===== src/rtl/sd_xfer_sched_pkg.sv =====
// Shared state encoding and constants for the SD transfer scheduler.
// Auto CMD12 support in the top is selected with the SD_AUTO_CMD12_EN macro.
package sd_xfer_sched_pkg;

  typedef enum logic [3:0] {
    StIdle    = 4'd0,
    StIssue   = 4'd1,
    StWaitRsp = 4'd2,
    StLoad    = 4'd3,
    StXfer    = 4'd4,
    StGap     = 4'd5,
    StC12     = 4'd6,
    StW12     = 4'd7,
    StDone    = 4'd8,
    StErr     = 4'd9
  } state_e;

  // err_src bit order: {dma, dat, cmd}
  localparam int unsigned ErrCmdBit = 0;
  localparam int unsigned ErrDatBit = 1;
  localparam int unsigned ErrDmaBit = 2;

  localparam logic [5:0] Cmd12IdxDefault = 6'd12;

endpackage


===== src/rtl/sd_blk_counter.sv =====
// Block counter: clear, load, gated decrement and last-block detect.
// In infinite mode the loaded value is held and the last flag never asserts.
module sd_blk_counter #(
  parameter int unsigned W = 16
) (
  input  logic         clk,
  input  logic         rst_n,
  input  logic         clear,
  input  logic         load,
  input  logic [W-1:0] load_val,
  input  logic         load_inf,
  input  logic         dec,
  output logic [W-1:0] count,
  output logic         last
);

  localparam logic [W-1:0] One = W'(1);

  logic [W-1:0] count_q, count_d;
  logic         inf_q, inf_d;

  always_comb begin
    count_d = count_q;
    inf_d   = inf_q;
    if (clear) begin
      count_d = '0;
      inf_d   = 1'b0;
    end else if (load) begin
      count_d = load_val;
      inf_d   = load_inf;
    end else if (dec && !inf_q && (count_q != '0)) begin
      count_d = count_q - One;
    end
  end

  always_ff @(posedge clk or negedge rst_n) begin
    if (!rst_n) begin
      count_q <= '0;
      inf_q   <= 1'b0;
    end else begin
      count_q <= count_d;
      inf_q   <= inf_d;
    end
  end

  assign count = count_q;
  // True when one more completed block brings the count to zero.
  assign last  = !inf_q && (count_q <= One);

endmodule


===== src/rtl/sd_xfer_sched.sv =====
// SD host transaction sequencer: CMD issue, DAT block loop, block gap, errors.
// Define SD_AUTO_CMD12_EN to add the Auto CMD12 stop-command states.
module sd_xfer_sched
  import sd_xfer_sched_pkg::*;
#(
  parameter int unsigned BLK_CNT_W = 16,
  parameter logic [5:0]  CMD12_IDX = Cmd12IdxDefault
) (
  input  logic                 CLK,
  input  logic                 rst_L,
  input  logic                 start_flag,
  input  logic [5:0]           cmd_index_in,
  input  logic                 data_present,
  input  logic                 multi_blk,
  input  logic                 blk_cnt_en,
  input  logic                 auto_cmd12,
  input  logic                 dir_read,
  input  logic [BLK_CNT_W-1:0] block_count,
  input  logic                 stop_at_gap,
  input  logic                 continue_req,
  input  logic                 cmd_done,
  input  logic                 cmd_err,
  input  logic                 dat_blk_done,
  input  logic                 dat_err,
  input  logic                 dma_err,
  output logic                 cmd_start,
  output logic [5:0]           cmd_index_out,
  output logic                 dat_start,
  output logic                 dat_dir,
  output logic                 dma_start,
  output logic                 cmd_inhibit,
  output logic                 dat_inhibit,
  output logic [BLK_CNT_W-1:0] blk_remaining,
  output logic                 cmd_complete,
  output logic                 xfer_complete,
  output logic                 gap_event,
  output logic                 err_int,
  output logic [2:0]           err_src
);

  localparam logic [BLK_CNT_W-1:0] BlkOne = BLK_CNT_W'(1);

  state_e state_q, state_d;

  logic [5:0]           idx_q;
  logic                 dp_q, multi_q, cnt_en_q, dir_q;
  logic [BLK_CNT_W-1:0] bc_q;
  logic [2:0]           err_src_q, err_src_d;
  logic                 cmd_complete_q, cmd_complete_d;
  logic                 gap_event_q, gap_event_d;
  logic                 dat_start_q, dat_start_d;
  logic                 dma_start_q, dma_start_d;

  logic                 capture, cnt_clear, cnt_load, cnt_dec, cnt_last, use_c12;
  logic [BLK_CNT_W-1:0] load_val, cnt_value;
  logic [2:0]           err_now;

`ifdef SD_AUTO_CMD12_EN
  logic ac12_q;

  always_ff @(posedge CLK or negedge rst_L) begin
    if (!rst_L) begin
      ac12_q <= 1'b0;
    end else if (capture) begin
      ac12_q <= auto_cmd12;
    end
  end

  assign use_c12       = ac12_q & multi_q;
  assign cmd_index_out = ((state_q == StC12) || (state_q == StW12)) ? CMD12_IDX : idx_q;
`else
  logic       unused_ac12;
  logic [5:0] unused_cmd12_idx;

  assign unused_ac12      = auto_cmd12;
  assign unused_cmd12_idx = CMD12_IDX;
  assign use_c12          = 1'b0;
  assign cmd_index_out    = idx_q;
`endif

  always_comb begin
    err_now            = '0;
    err_now[ErrCmdBit] = cmd_err;
    err_now[ErrDatBit] = dat_err;
    err_now[ErrDmaBit] = dma_err;
  end

  always_comb begin
    if (!multi_q) begin
      load_val = BlkOne;
    end else if (cnt_en_q) begin
      load_val = bc_q;
    end else begin
      load_val = '1;
    end
  end

  always_comb begin
    state_d        = state_q;
    err_src_d      = err_src_q;
    cmd_complete_d = 1'b0;
    gap_event_d    = 1'b0;
    dat_start_d    = 1'b0;
    dma_start_d    = 1'b0;
    capture        = 1'b0;
    cnt_clear      = 1'b0;
    cnt_load       = 1'b0;
    cnt_dec        = 1'b0;
    case (state_q)
      StIdle: begin
        if (start_flag) begin
          capture   = 1'b1;
          cnt_clear = 1'b1;
          err_src_d = '0;
          state_d   = StIssue;
        end
      end
      StIssue: state_d = StWaitRsp;
      StWaitRsp: begin
        if (cmd_err) begin
          err_src_d = err_now;
          state_d   = StErr;
        end else if (cmd_done) begin
          cmd_complete_d = 1'b1;
          state_d        = dp_q ? StLoad : StDone;
        end
      end
      StLoad: begin
        cnt_load = 1'b1;
        if (load_val == '0) begin
          state_d = StDone;
        end else begin
          dat_start_d = 1'b1;
          dma_start_d = 1'b1;
          state_d     = StXfer;
        end
      end
      StXfer: begin
        if (dat_err || dma_err) begin
          err_src_d = err_now;
          state_d   = StErr;
        end else if (dat_blk_done) begin
          cnt_dec = 1'b1;
          if (cnt_last) begin
            state_d = use_c12 ? StC12 : StDone;
          end else if (stop_at_gap) begin
            gap_event_d = 1'b1;
            state_d     = StGap;
          end else begin
            dat_start_d = 1'b1;
          end
        end
      end
      StGap: begin
        if (dat_err || dma_err) begin
          err_src_d = err_now;
          state_d   = StErr;
        end else if (continue_req && !stop_at_gap) begin
          dat_start_d = 1'b1;
          state_d     = StXfer;
        end
      end
      StC12: state_d = StW12;
      StW12: begin
        if (cmd_err) begin
          err_src_d = err_now;
          state_d   = StErr;
        end else if (cmd_done) begin
          state_d = StDone;
        end
      end
      StDone:  state_d = StIdle;
      StErr:   state_d = StIdle;
      default: state_d = StIdle;
    endcase
  end

  always_ff @(posedge CLK or negedge rst_L) begin
    if (!rst_L) begin
      state_q        <= StIdle;
      idx_q          <= '0;
      dp_q           <= 1'b0;
      multi_q        <= 1'b0;
      cnt_en_q       <= 1'b0;
      dir_q          <= 1'b0;
      bc_q           <= '0;
      err_src_q      <= '0;
      cmd_complete_q <= 1'b0;
      gap_event_q    <= 1'b0;
      dat_start_q    <= 1'b0;
      dma_start_q    <= 1'b0;
    end else begin
      state_q        <= state_d;
      err_src_q      <= err_src_d;
      cmd_complete_q <= cmd_complete_d;
      gap_event_q    <= gap_event_d;
      dat_start_q    <= dat_start_d;
      dma_start_q    <= dma_start_d;
      if (capture) begin
        idx_q    <= cmd_index_in;
        dp_q     <= data_present;
        multi_q  <= multi_blk;
        cnt_en_q <= blk_cnt_en;
        dir_q    <= dir_read;
        bc_q     <= block_count;
      end
    end
  end

  sd_blk_counter #(
    .W (BLK_CNT_W)
  ) u_blk_counter (
    .clk      (CLK),
    .rst_n    (rst_L),
    .clear    (cnt_clear),
    .load     (cnt_load),
    .load_val (load_val),
    .load_inf (multi_q & ~cnt_en_q),
    .dec      (cnt_dec),
    .count    (cnt_value),
    .last     (cnt_last)
  );

  assign cmd_start     = (state_q == StIssue) || (state_q == StC12);
  assign dat_start     = dat_start_q;
  assign dma_start     = dma_start_q;
  assign dat_dir       = dir_q;
  assign cmd_inhibit   = !((state_q == StIdle) || (state_q == StXfer) || (state_q == StGap));
  assign dat_inhibit   = dp_q && (state_q != StIdle) && (state_q != StErr);
  assign blk_remaining = cnt_value;
  assign cmd_complete  = cmd_complete_q;
  assign xfer_complete = (state_q == StDone) && dp_q;
  assign gap_event     = gap_event_q;
  assign err_int       = (state_q == StErr);
  assign err_src       = err_src_q;

endmodule


===== config.mk =====
export PLATFORM = sky130hd
export DESIGN_NAME = sd_xfer_sched
export DESIGN_NICKNAME = d
export VERILOG_FILES = /design/src/rtl/sd_xfer_sched_pkg.sv /design/src/rtl/sd_blk_counter.sv /design/src/rtl/sd_xfer_sched.sv
export SDC_FILE = /design/constraint.sdc
export NUM_CORES = 1
export LEC_CHECK = 0
export ABC_AREA = 1
export CAP_MARGIN = 20
export CORE_ASPECT_RATIO = 0.75
export CORE_MARGIN = 10
export CORE_UTILIZATION = 55
export CTS_CLUSTER_DIAMETER = 60
export DETAILED_ROUTE_END_ITERATION = 10
export PLACE_DENSITY_LB_ADDON = 0.2
export SLEW_MARGIN = 20
export SYNTH_ARGS = -nofsm -noshare
export SYNTH_HDL_FRONTEND = slang
export SYNTH_SLANG_ARGS = --single-unit
export TNS_END_PERCENT = 20

===== constraint.sdc =====
create_clock -name CLK -period 3.9 [get_ports CLK]
set_input_delay 1.17 -clock CLK [delete_from_list [all_inputs] [get_ports CLK]]
set_output_delay 1.17 -clock CLK [all_outputs]
set_load 0.05 [all_outputs]

Word level (Yosys, flattened, before mapping):

Index checks and enable logic that the tools add are counted.

* input bits: 37
* logic and storage cells: 109
* output and inout bits: 35
* flip-flop bits (word level): 54

* reduce and logical (&&, ||, !) cells: 25
* $lt $le $gt $ge: 1
* add/sub/neg operators: 1
* bitwise logic cells: 2
* equality and inequality tests: 18
* multiplexer cells: 48

Operator list (count)
* 16-bit two-way mux: 5
* 4-bit two-way mux: 13
* 4-bit case mux with 8 select lines: 1
* 1-bit two-way mux: 24
* 4-bit by 3-bit == test with 1-bit output, second input constant: 4
* 16-bit by 1-bit <= comparator with 1-bit output, second input constant: 1
* 16-bit zero test: 1
* 16-bit nonzero test: 1
* 16-bit by 1-bit subtractor with 16-bit output, second input constant: 1
* 3-bit != test, second input constant: 4
* 3-bit two-way mux: 3
* 3-bit case mux with 3 select lines: 1
* 4-bit by 2-bit == test with 1-bit output, second input constant: 2
* 4-bit == test, second input constant: 2
* 4-bit != test, second input constant: 2
* 1-bit logical AND: 7
* 6-bit AND reduction: 1
* 3-bit nonzero test: 2
* 4-bit by 1-bit == test with 1-bit output, second input constant: 1
* 4-bit zero test: 1
* 1-bit logical OR: 4
* 2-bit by 1-bit != test with 1-bit output, second input constant: 2
* 4-bit AND reduction: 1
* 4-bit nonzero test: 1
* 7 further kinds: 10

Longest topological paths before layout:

Gate-level depths: netlist (run 1).

* depth in word-level cells: 8
* gate-level depth with buffers: 11
* gate-level depth less buffers: 10

By module:

A second synthesis (run 1) with hierarchy kept.

* cell total of the unflattened synthesis: 476
* area total of the unflattened synthesis: 3328.2 um^2

Modules (own cells, without submodules)
* sd_xfer_sched: cells an instance 270, area each 1973.1 um^2, sequential area each 925.9 um^2, instances 1
* sd_blk_counter: cells an instance 206, area each 1355.0 um^2, sequential area each 425.4 um^2, instances 1

Worst setup path after synthesis (run 1):

Ideal clock, no wire load.

* path kind: flip-flop to output port
* from: register state_q[0]
* to: output port dat_inhibit
* required time: 2.730 ns
* arrival time: 2.294 ns
* stages on the path, launching flop included: 5
* path slack: 0.436 ns
* path buffers: 1
* cell sequence: dfrtp_1 > buf_6 > clkinv_2 > nor3_1 > nor3_1

* cells in the longest elaborated chain, start to end: 3
* elaborated cells between the ends (all ways): 4
* those cells by class: eq/ne: 1; reduce/logical: 3

RTL lines
* start, declared: RTL line sd_xfer_sched.sv:43 `state_e state_q, state_d;`
* start signal, assigned: RTL line sd_xfer_sched.sv:180 `state_q <= StIdle;`
* start signal, assigned: RTL line sd_xfer_sched.sv:193 `state_q <= state_d;`
* 4-bit nonzero test: RTL line sd_xfer_sched.sv:229 `assign dat_inhibit = dp_q && (state_q != StIdle) && (state_q != StErr);`
* 1-bit logical AND: RTL line sd_xfer_sched.sv:229
* 1-bit logical AND (*): RTL line sd_xfer_sched.sv:229
* end, declared: RTL line sd_xfer_sched.sv:32 `output logic dat_inhibit,`

Mark *: on every way between the ends. The rest lies on a longest branch, timed or not.

Worst setup path after layout (run 1):

* from: register state_q[0]
* to: output port cmd_start

* cells in the longest elaborated chain, start to end: 2
* elaborated cells between the ends (all ways): 3
* those cells by class: eq/ne: 2; reduce/logical: 1

RTL lines
* 4-bit by 1-bit == test with 1-bit output or 4-bit by 3-bit == test with 1-bit output (tied branches): RTL line sd_xfer_sched.sv:224 `assign cmd_start = (state_q == StIssue) || (state_q == StC12);`
* 1-bit logical OR (*): RTL line sd_xfer_sched.sv:224
* end, declared: RTL line sd_xfer_sched.sv:26 `output logic cmd_start,`

Marked as above.

==> impl_metrics.ini, run 1 <==
[status]
status = finished, final reports clean

[yosys]
syn_area_mm2 = 0.00320
synthMuxAreaShare_pct = 0
synth-edff-count = 0
yosysWarnings = 0
yosys.area_share.simple_pct = 35.8
ys_dominant_reg_cell = dfrtp_1
synth_nets = 475
synth.yosys.seq_area_share_pct = 42.3
synth-xor-area-share_pct = 0.548
synthAdderAreaFrac_pct = 1.17
synth_cell_type_count = 34
synth_top_family_by_area = simple AND/OR/NAND/NOR gates
avgSynthCellArea_um2 = 7.35
async_reset_ff_share_pct = 100
synth-compound-area-share_pct = 11.6
syn_inst = 435
ys_seq_elements = 54

[timing]
setup_viol = 0
fin_tns_setup_ns = 0
relSlewSlack_pct = 51.5
hold_violations = 0
period_needed_ns = 3.44
fmax_ghz = 0.291
finalCritPeriodShare_pct = 88.1
rsz0062_at_grt = no
tightestPinTransition_ns = 0.727
clock_skew_ns = 0.00543
slew_violations = 0

[global_route]
grt_pass1_vias = 2955
grt_overflow_total = 0
grt_pass1_wl_um = 14600
grt_usage_pct = 19.3
grt_max_degree = 39
antenna_found_initial = 0

[worst_setup_path]
cp_max_fo = 7
reg2reg_depth = 8
endpoint_kind = primary output
crit_end = cmd_start
cp-start-kind = register
crit_path_start = state_q[0]
arrival_ns = 2.27
r2r_slack_ns = 1.61
crit_required_ns = 2.73
reg2reg_to = u_blk_counter.count[4]
r2r-start = state_q[0]
path_class = register to primary output

[layout]
layout.cells.most_common = nand2_1
syn_to_final_growth_pct = 25.3
fin_nets = 541
mostFrequentLayoutCells = nand2_1 (135), clkdlybuf4s50_1 (69), dfrtp_1 (54)
fin_util_pct = 72.9
final_cell_area_mm2 = 0.00401
fillers = 442
drive_gt1_share_pct = 7.78
antenna_cells = 0

[job]
max_cap_viol_count = 0

[floorplanning]
die_area_mm2 = 0.00930
ios = 72
die_x_um = 108
row_count = 23
core_area_mm2 = 0.00550
initial_utilization_pct = 58.2
fp.dieH_um = 86.0

[drt]
viasPerCell = 5.41
route.antenna.remaining_nets = 0
first_pass_iters = 5
drt_iter0_markers = 232
wl_per_cell_um = 15.6
drc_errors = 0
routed_wl_um = 9010
vias = 3115

[cts]
cts_setup_buffers = 0
cts_root_buffer = clkbuf_8
htreeDepth = 2
cts_tree = yes
cts-buffers-inserted = 5
cts_sinks = 54
cts.clk_slew.worst_paths_ns = 0.10
clock_latency_ns = 0.31
cts_hold_buf = 0
cts.path.max_buffers = 2
ctsResizeCount = 0

[placed_design]
port_buffers = 70
dpl_cell_area_mm2 = 0.00390
post-dp-hpwl_um = 6830
gp_congestion = 0.991

[worst_hold_path]
hp-class = register to register
hold_start = cmd_index_out[3]

[power]
leakagePower_nw = 1.93
vdd_ir_drop_max_v = 0.000507
power_density_mw_per_mm2 = 883
p_total_mw = 3.54
worst min path at each step:
| stage | endpoint | slack, ns | cells past startpoint |
|---|---|---|---|
| after global placement | dat_dir | 0.46 | 2 |
| after global routing | cmd_index_out[3] | 0.51 | 2 |
| final | cmd_index_out[3] | 0.49 | 2 |
| after CTS | cmd_index_out[3] | 0.49 | 2 |
| after detailed placement | cmd_index_out[3] | 0.47 | 2 |
| after floorplan | bc_q[11] | 0.44 | 2 |
flip-flops by register name, summed over array words and instances, names as in the netlist:
signal and flops:
bc_q 16, u_blk_counter.count 16, cmd_index_out 6, state_q 4, err_src 3, cmd_complete 1, cnt_en_q 1, dat_dir 1
dat_start 1, dma_start 1, dp_q 1, gap_event 1, multi_q 1, u_blk_counter.inf_q 1
kinds of logic after synthesis:
group,after synthesis
compound gates,65
fa+ha+maj,3
flops,54
simple gates,251
xor+xnor,2
buf+inv,60
per-layer routing:
layer | routed length [um] | part of all wire, % | up-vias | GRT usage, %
met5 | 0 | 0 | - | 0
met4 | 42 | 0.47 | 0 | 4.12
met3 | 1020 | 11 | 7 | 6.13
met2 | 3990 | 44 | 130 | 29.2
met1 | 3950 | 44 | 1448 | 26.3
li1 | - | - | 1530 | -
power breakdown:
group | total [mW] | leakage (nW) | switching, mW | internal [mW]
Clock | 0.382 | 0.0542 | 0.192 | 0.189
Combinational | 2.16 | 1.18 | 1.47 | 0.686
Sequential | 0.997 | 0.694 | 0.209 | 0.788
Yosys cell counts, types with 4 or more instances:
cell type / count / area share, %
a21oi_1: 9 / 1.4
buf_2: 4 / 0.63
buf_4: 4 / 0.94
buf_6: 4 / 1.4
dfrtp_1: 54 / 42
inv_1: 41 / 4.8
inv_2: 6 / 0.70
nand2_1: 135 / 16
nand3_1: 30 / 4.7
nand4_1: 10 / 2.0
nor2_1: 45 / 5.3
nor2_4: 4 / 1.4
nor3_1: 9 / 1.4
o21ai_0: 33 / 5.2
o21ai_1: 8 / 1.3
o22ai_1: 4 / 0.78
stage by stage:
step | hold WS [ns] | setup WS (ns) | std cells
after detailed placement | 0.468 | 0.815 | 569
after floorplan | 0.444 | 0.436 | 435
after CTS | 0.494 | 0.473 | 576
after global placement | 0.462 | 0.849 | 569
final | 0.490 | 0.464 | 576
after global routing | 0.511 | 0.318 | 576
cell type report:
cell class | instances | area (um2) | share of cell area, %
clock inverter | 2 | 38.8 | 0.968
tap | 75 | 93.8 | 2.34
timing repair buffer | 71 | 703 | 17.5
sequential | 54 | 1350 | 33.7
clock buffer | 5 | 68.8 | 1.72
inverter | 48 | 181 | 4.53
multi-input combinational | 321 | 1570 | 39.2
worst max-delay path, stage by stage, from the launching register on:
cell and delay [ns]:
dfrtp_1 0.54, clkinv_2 0.20, nor2_1 0.23, nand2_1 0.08
nand2_1 0.09, clkdlybuf4s50_1 0.81
Power figures use the tool's default switching activity.
==> run 2: changes to the inputs <==
Clock period 3.9 ns to 4.35 ns, I/O delays scaled along.
==> run 2 against run 1 <==
  * Sequential cell count is the same
  * Largest power group unchanged
  * Sequential share of layout area rose by 0.063 points
  * Non-clock buffer count did not move
  * Worst hold slack better by 0.0030 ns
  * Global-route usage down 0.33 points
  * Clock-buffer cell count increased by 1
  * Register-to-register slack better by 0.46 ns
  * Core utilization is 0.14 points lower
  * Sequential power fell by 10%
  * Worst setup slack gained 0.26 ns
  * Die area did not move
  * First-iteration DRC count increased by 19%
==> impl_metrics.ini, run 2 (synthesized netlist as in run 1, its figures left out) <==
[floorplanning]
die_area_mm2 = 0.00930
fp.dieH_um = 86.0
core_area_mm2 = 0.00550
ios = 72
die_x_um = 108
initial_utilization_pct = 58.2
row_count = 23

[placed_design]
post-dp-hpwl_um = 6640
gp_congestion = 0.990
dp_worst_setup_slack_ns = 1.12
port_buffers = 70
dpl_cell_area_mm2 = 0.00390

[worst_setup_path]
reg2reg_to = u_blk_counter.count[4]
arrival_ns = 2.32
reg2reg_depth = 8
path_class = register to primary output
endpoint_kind = primary output
r2r-start = state_q[0]
cp-start-kind = register
r2r_slack_ns = 2.07
cp_max_fo = 7
crit_required_ns = 3.04

[timing]
setup_viol = 0
fin_ws_ns = 0.721
fin_tns_setup_ns = 0
slew_violations = 0
period_needed_ns = 3.63
tightestPinTransition_ns = 0.932
rsz0062_at_grt = no
clock_skew_ns = 0.00832
finalCritPeriodShare_pct = 83.4
fmax_ghz = 0.276
relSlewSlack_pct = 37.9
hold_violations = 0

[global_route]
grt_overflow_total = 0
grt_usage_pct = 19.0
grt_pass1_vias = 2988
grt_pass1_wl_um = 14400
antenna_found_initial = 0
grt_max_degree = 43

[cts]
cts_hold_buf = 0
cts.path.max_buffers = 2
cts_setup_buffers = 0
cts.clk_slew.worst_paths_ns = 0.11
htreeDepth = 2
ctsResizeCount = 0
cts_sinks = 54
cts-buffers-inserted = 5
cts_root_buffer = clkbuf_8
clock_latency_ns = 0.32
cts_tree = yes

[layout]
antenna_cells = 0
drive_gt1_share_pct = 7.97
fin_nets = 541
mostFrequentLayoutCells = nand2_1 (135), clkdlybuf4s50_1 (69), dfrtp_1 (54)
layout.cells.most_common = nand2_1
fin_util_pct = 72.8
final_cell_area_mm2 = 0.00400
syn_to_final_growth_pct = 25.1

[drt]
vias = 3169
viasPerCell = 5.49
drc_errors = 0
first_pass_iters = 5
wl_per_cell_um = 15.4
routed_wl_um = 8880
route.antenna.remaining_nets = 0
drt_iter0_markers = 275

[power]
vdd_ir_drop_max_v = 0.000497
leakagePower_nw = 1.92
p_total_mw = 3.15
clkPwrFrac_pct = 10.0
pwr-share-seq_pct = 28.5
internal-power_mw = 1.45
p_sw_share_pct = 53.8
power_density_mw_per_mm2 = 786
p_switching_mw = 1.69
pwr-share-comb_pct = 61.6

[worst_hold_path]
holdPathEnd = cmd_index_out[2]
hold_depth = 2
hp-class = register to register
hold_start = cmd_index_out[2]

[status]
status = finished, final reports clean

[job]
max_cap_viol_count = 0
## run 2: changes by cell type in the layout (fill, tap and decap cells not counted)
cell and change:
bufinv_16 -1, clkbuf_8 +1, clkinv_4 +1
## run 2: area by class of cell
class                      count  area (um2)
clock inverter                 2        17.5
clock buffer                   6        82.6
sequential                    54        1350
tap                           75        93.8
inverter                      48         181
timing repair buffer          71         703
fill                         427        1500
multi-input combinational    321        1570
## run 2: worst max path at each step
| stage | from | slack [ns] | endpoint |
|---|---|---|---|
| floorplan | state_q[0] | 0.75 | dat_inhibit |
| global placement | state_q[0] | 1.16 | err_int |
| detailed placement | state_q[0] | 1.12 | dat_inhibit |
| CTS | state_q[0] | 0.77 | dat_inhibit |
| global route | state_q[0] | 0.67 | cmd_start |
| finish | state_q[0] | 0.72 | dat_inhibit |
## run 2: metrics by stage
stage	instances	hold slack [ns]
floorplan	435	0.444
global placement	569	0.462
detailed placement	569	0.466
CTS	577	0.493
global route	577	0.532
finish	577	0.493
## run 2: power groups by stage
stage	logic [mW]	registers [mW]	clock network, mW
after floorplan	1.10	1.19	0
after global placement	1.87	0.889	0
after detailed placement	1.91	0.899	0
after CTS	1.92	0.890	0.313
after global routing	2.11	0.921	0.337
final	1.94	0.896	0.313
## run 2: metal layers
layer	part of all wire, %	up-vias	track usage [%]
li1	-	1536	-
met1	45	1474	26.5
met2	44	151	28.7
met3	9.9	8	4.71
met4	0.71	0	4.24
met5	0	-	0
## run 2: worst max-delay path, stage by stage (launching register included)
cell and delay (ns):
dfrtp_1 0.55, clkinv_2 0.22, nand3_4 0.17, inv_2 0.05
nor3_1 0.18, clkdlybuf4s50_1 0.83
==> run 3: changes to the inputs <==
Settings changed: CORE_UTILIZATION 55 to 46.
Clock period 4.35 ns to 3.2 ns, I/O delays scaled along.
==> run 3 against run 2 <==
  * Die area rose by 15%
  * Non-clock buffer count is 4 higher
  * Via count is 3.5% lower
  * Final cell count rose by 2.3%
  * First-iteration DRC count decreased by 41%
  * Largest power group unchanged
  * Highest routed layer unchanged
==> impl_metrics.ini, run 3 (synthesized netlist as in run 1, its figures left out) <==
[worst_setup_path]
path_class = register to primary output
arrival_ns = 2.13
slowest_stage = clkdlybuf4s50_1
cp.depth = 3
crit_family = buffers and inverters
crit_chain = clkinv_2 -> nor3_2 -> clkdlybuf4s50_1
r2r_slack_ns = 1.24
reg2reg_depth = 9
crit_required_ns = 2.24
reg2reg_to = u_blk_counter.count[2]
endpoint_kind = primary output
r2r-start = state_q[0]
cp-start-kind = register
slowest_delay_ns = 0.85
crit_buf_inv = 2
crit_path_start = state_q[0]
cp_max_fo = 7

[power]
leakagePower_nw = 1.95
vdd_ir_drop_max_v = 0.000503
power_density_mw_per_mm2 = 1050
p_total_mw = 4.25

[drt]
routed_wl_um = 8660
vias = 3059
route.antenna.remaining_nets = 0
drt_iter0_markers = 162
wl_per_cell_um = 14.7
first_pass_iters = 6
viasPerCell = 5.18
drc_errors = 0

[worst_hold_path]
hp-class = register to register
holdPathEnd = cmd_index_out[2]
hold_start = cmd_index_out[2]
hold_depth = 2

[timing]
slew_violations = 0
tightestPinTransition_ns = 0.542
clock_skew_ns = 0.00370
hold_violations = 0
relSlewSlack_pct = 63.8
setup_viol = 0
period_needed_ns = 3.09
rsz0062_at_grt = no
fmax_ghz = 0.323
finalCritPeriodShare_pct = 96.7
fin_tns_setup_ns = 0

[global_route]
grt_usage_pct = 16.4
antenna_found_initial = 0
grt_pass1_vias = 2872
grt_max_degree = 29
grt_overflow_total = 0
grt_pass1_wl_um = 14400

[layout]
drive_gt1_share_pct = 9.09
antenna_cells = 0
final-seq-area_mm2 = 0.00135
fin_cells = 590
syn_to_final_growth_pct = 26.4
fin_nets = 545
final_cell_area_mm2 = 0.00404
multi_input_area_mm2 = 0.00158
fillers = 664
layout.cells.most_common = nand2_1
mostFrequentLayoutCells = nand2_1 (135), clkdlybuf4s50_1 (67), dfrtp_1 (54)

[placed_design]
dp_cells = 582
dpl_cell_area_mm2 = 0.00394
gp_congestion = 0.963
post-dp-hpwl_um = 6710
port_buffers = 70

[cts]
cts.clk_slew.worst_paths_ns = 0.10
htreeDepth = 2
cts_sinks = 54
cts_tree = yes
clock_latency_ns = 0.31
cts_hold_buf = 0
ctsResizeCount = 1
cts.path.max_buffers = 2
cts-buffers-inserted = 5
cts_root_buffer = clkbuf_8
cts_setup_buffers = 0

[floorplanning]
core_area_mm2 = 0.00680
die_x_um = 116
ios = 72
die_area_mm2 = 0.0107
initial_utilization_pct = 47.0
fp.dieH_um = 92.2
row_count = 26

[status]
status = finished, final reports clean

[job]
max_cap_viol_count = 0
## run 3: changes by cell type in the layout (fill, tap and decap cells not counted), sizes merged
cell	delta
buf	+5
clkdlybuf4s50	-2
clkinv	-2
clkinvlp	+1
dlygate4sd2	+1
inv	+1
## run 3: how the worst max path moves through the flow
stage,end,slack (ns)
4_1_cts,err_int,0.1
2_1_floorplan,dat_inhibit,0.42
5_1_grt,err_int,0.02
3_3_place_gp,cmd_start,0.37
3_5_place_dp,cmd_start,0.32
6_report,err_int,0.11
## run 3: cell type report
cell class                 count  area share, %
multi-input combinational    321           39.0
sequential                    54           33.4
timing repair buffer          75           18.0
inverter                      48           4.49
tap                           84           2.60
clock buffer                   6           2.04
clock inverter                 2          0.402
## run 3: power breakdown
group / switching [mW] / internal (mW)
clock: 0.237 / 0.179
sequential: 0.260 / 0.960
combinational: 1.77 / 0.843
total: 2.26 / 1.98
## run 3: metrics by stage
step           hold WS [ns]  util [%]  worst slack [ns]
2_1_floorplan         0.444         -             0.424
3_3_place_gp          0.462      58.0             0.371
4_1_cts               0.500      59.4            0.0956
6_report              0.494      59.4             0.105
5_1_grt               0.518      59.4            0.0211
3_5_place_dp          0.466      58.0             0.318
## run 3: layer usage
| metal | part of all wire (%) | routed length [um] | global-route usage, % | vias up |
|---|---|---|---|---|
| met2 | 41 | 3580 | 23.3 | 138 |
| met1 | 48 | 4160 | 23.9 | 1370 |
| met5 | 0 | 0 | 0 | - |
| met3 | 10 | 871 | 4.82 | 7 |
| met4 | 0.53 | 46 | 3.53 | 0 |
| li1 | - | - | - | 1544 |
## run 3: worst reg2reg max path, cell delays in order, from the launching register on
cell,delay (ns)
dfrtp_1,0.52
clkinv_2,0.20
nand3_4,0.16
inv_2,0.05
nand2_2,0.20
nand2_1,0.10
inv_2,0.23
nand2_4,0.15
nand2_4,0.15
o22ai_1,0.08
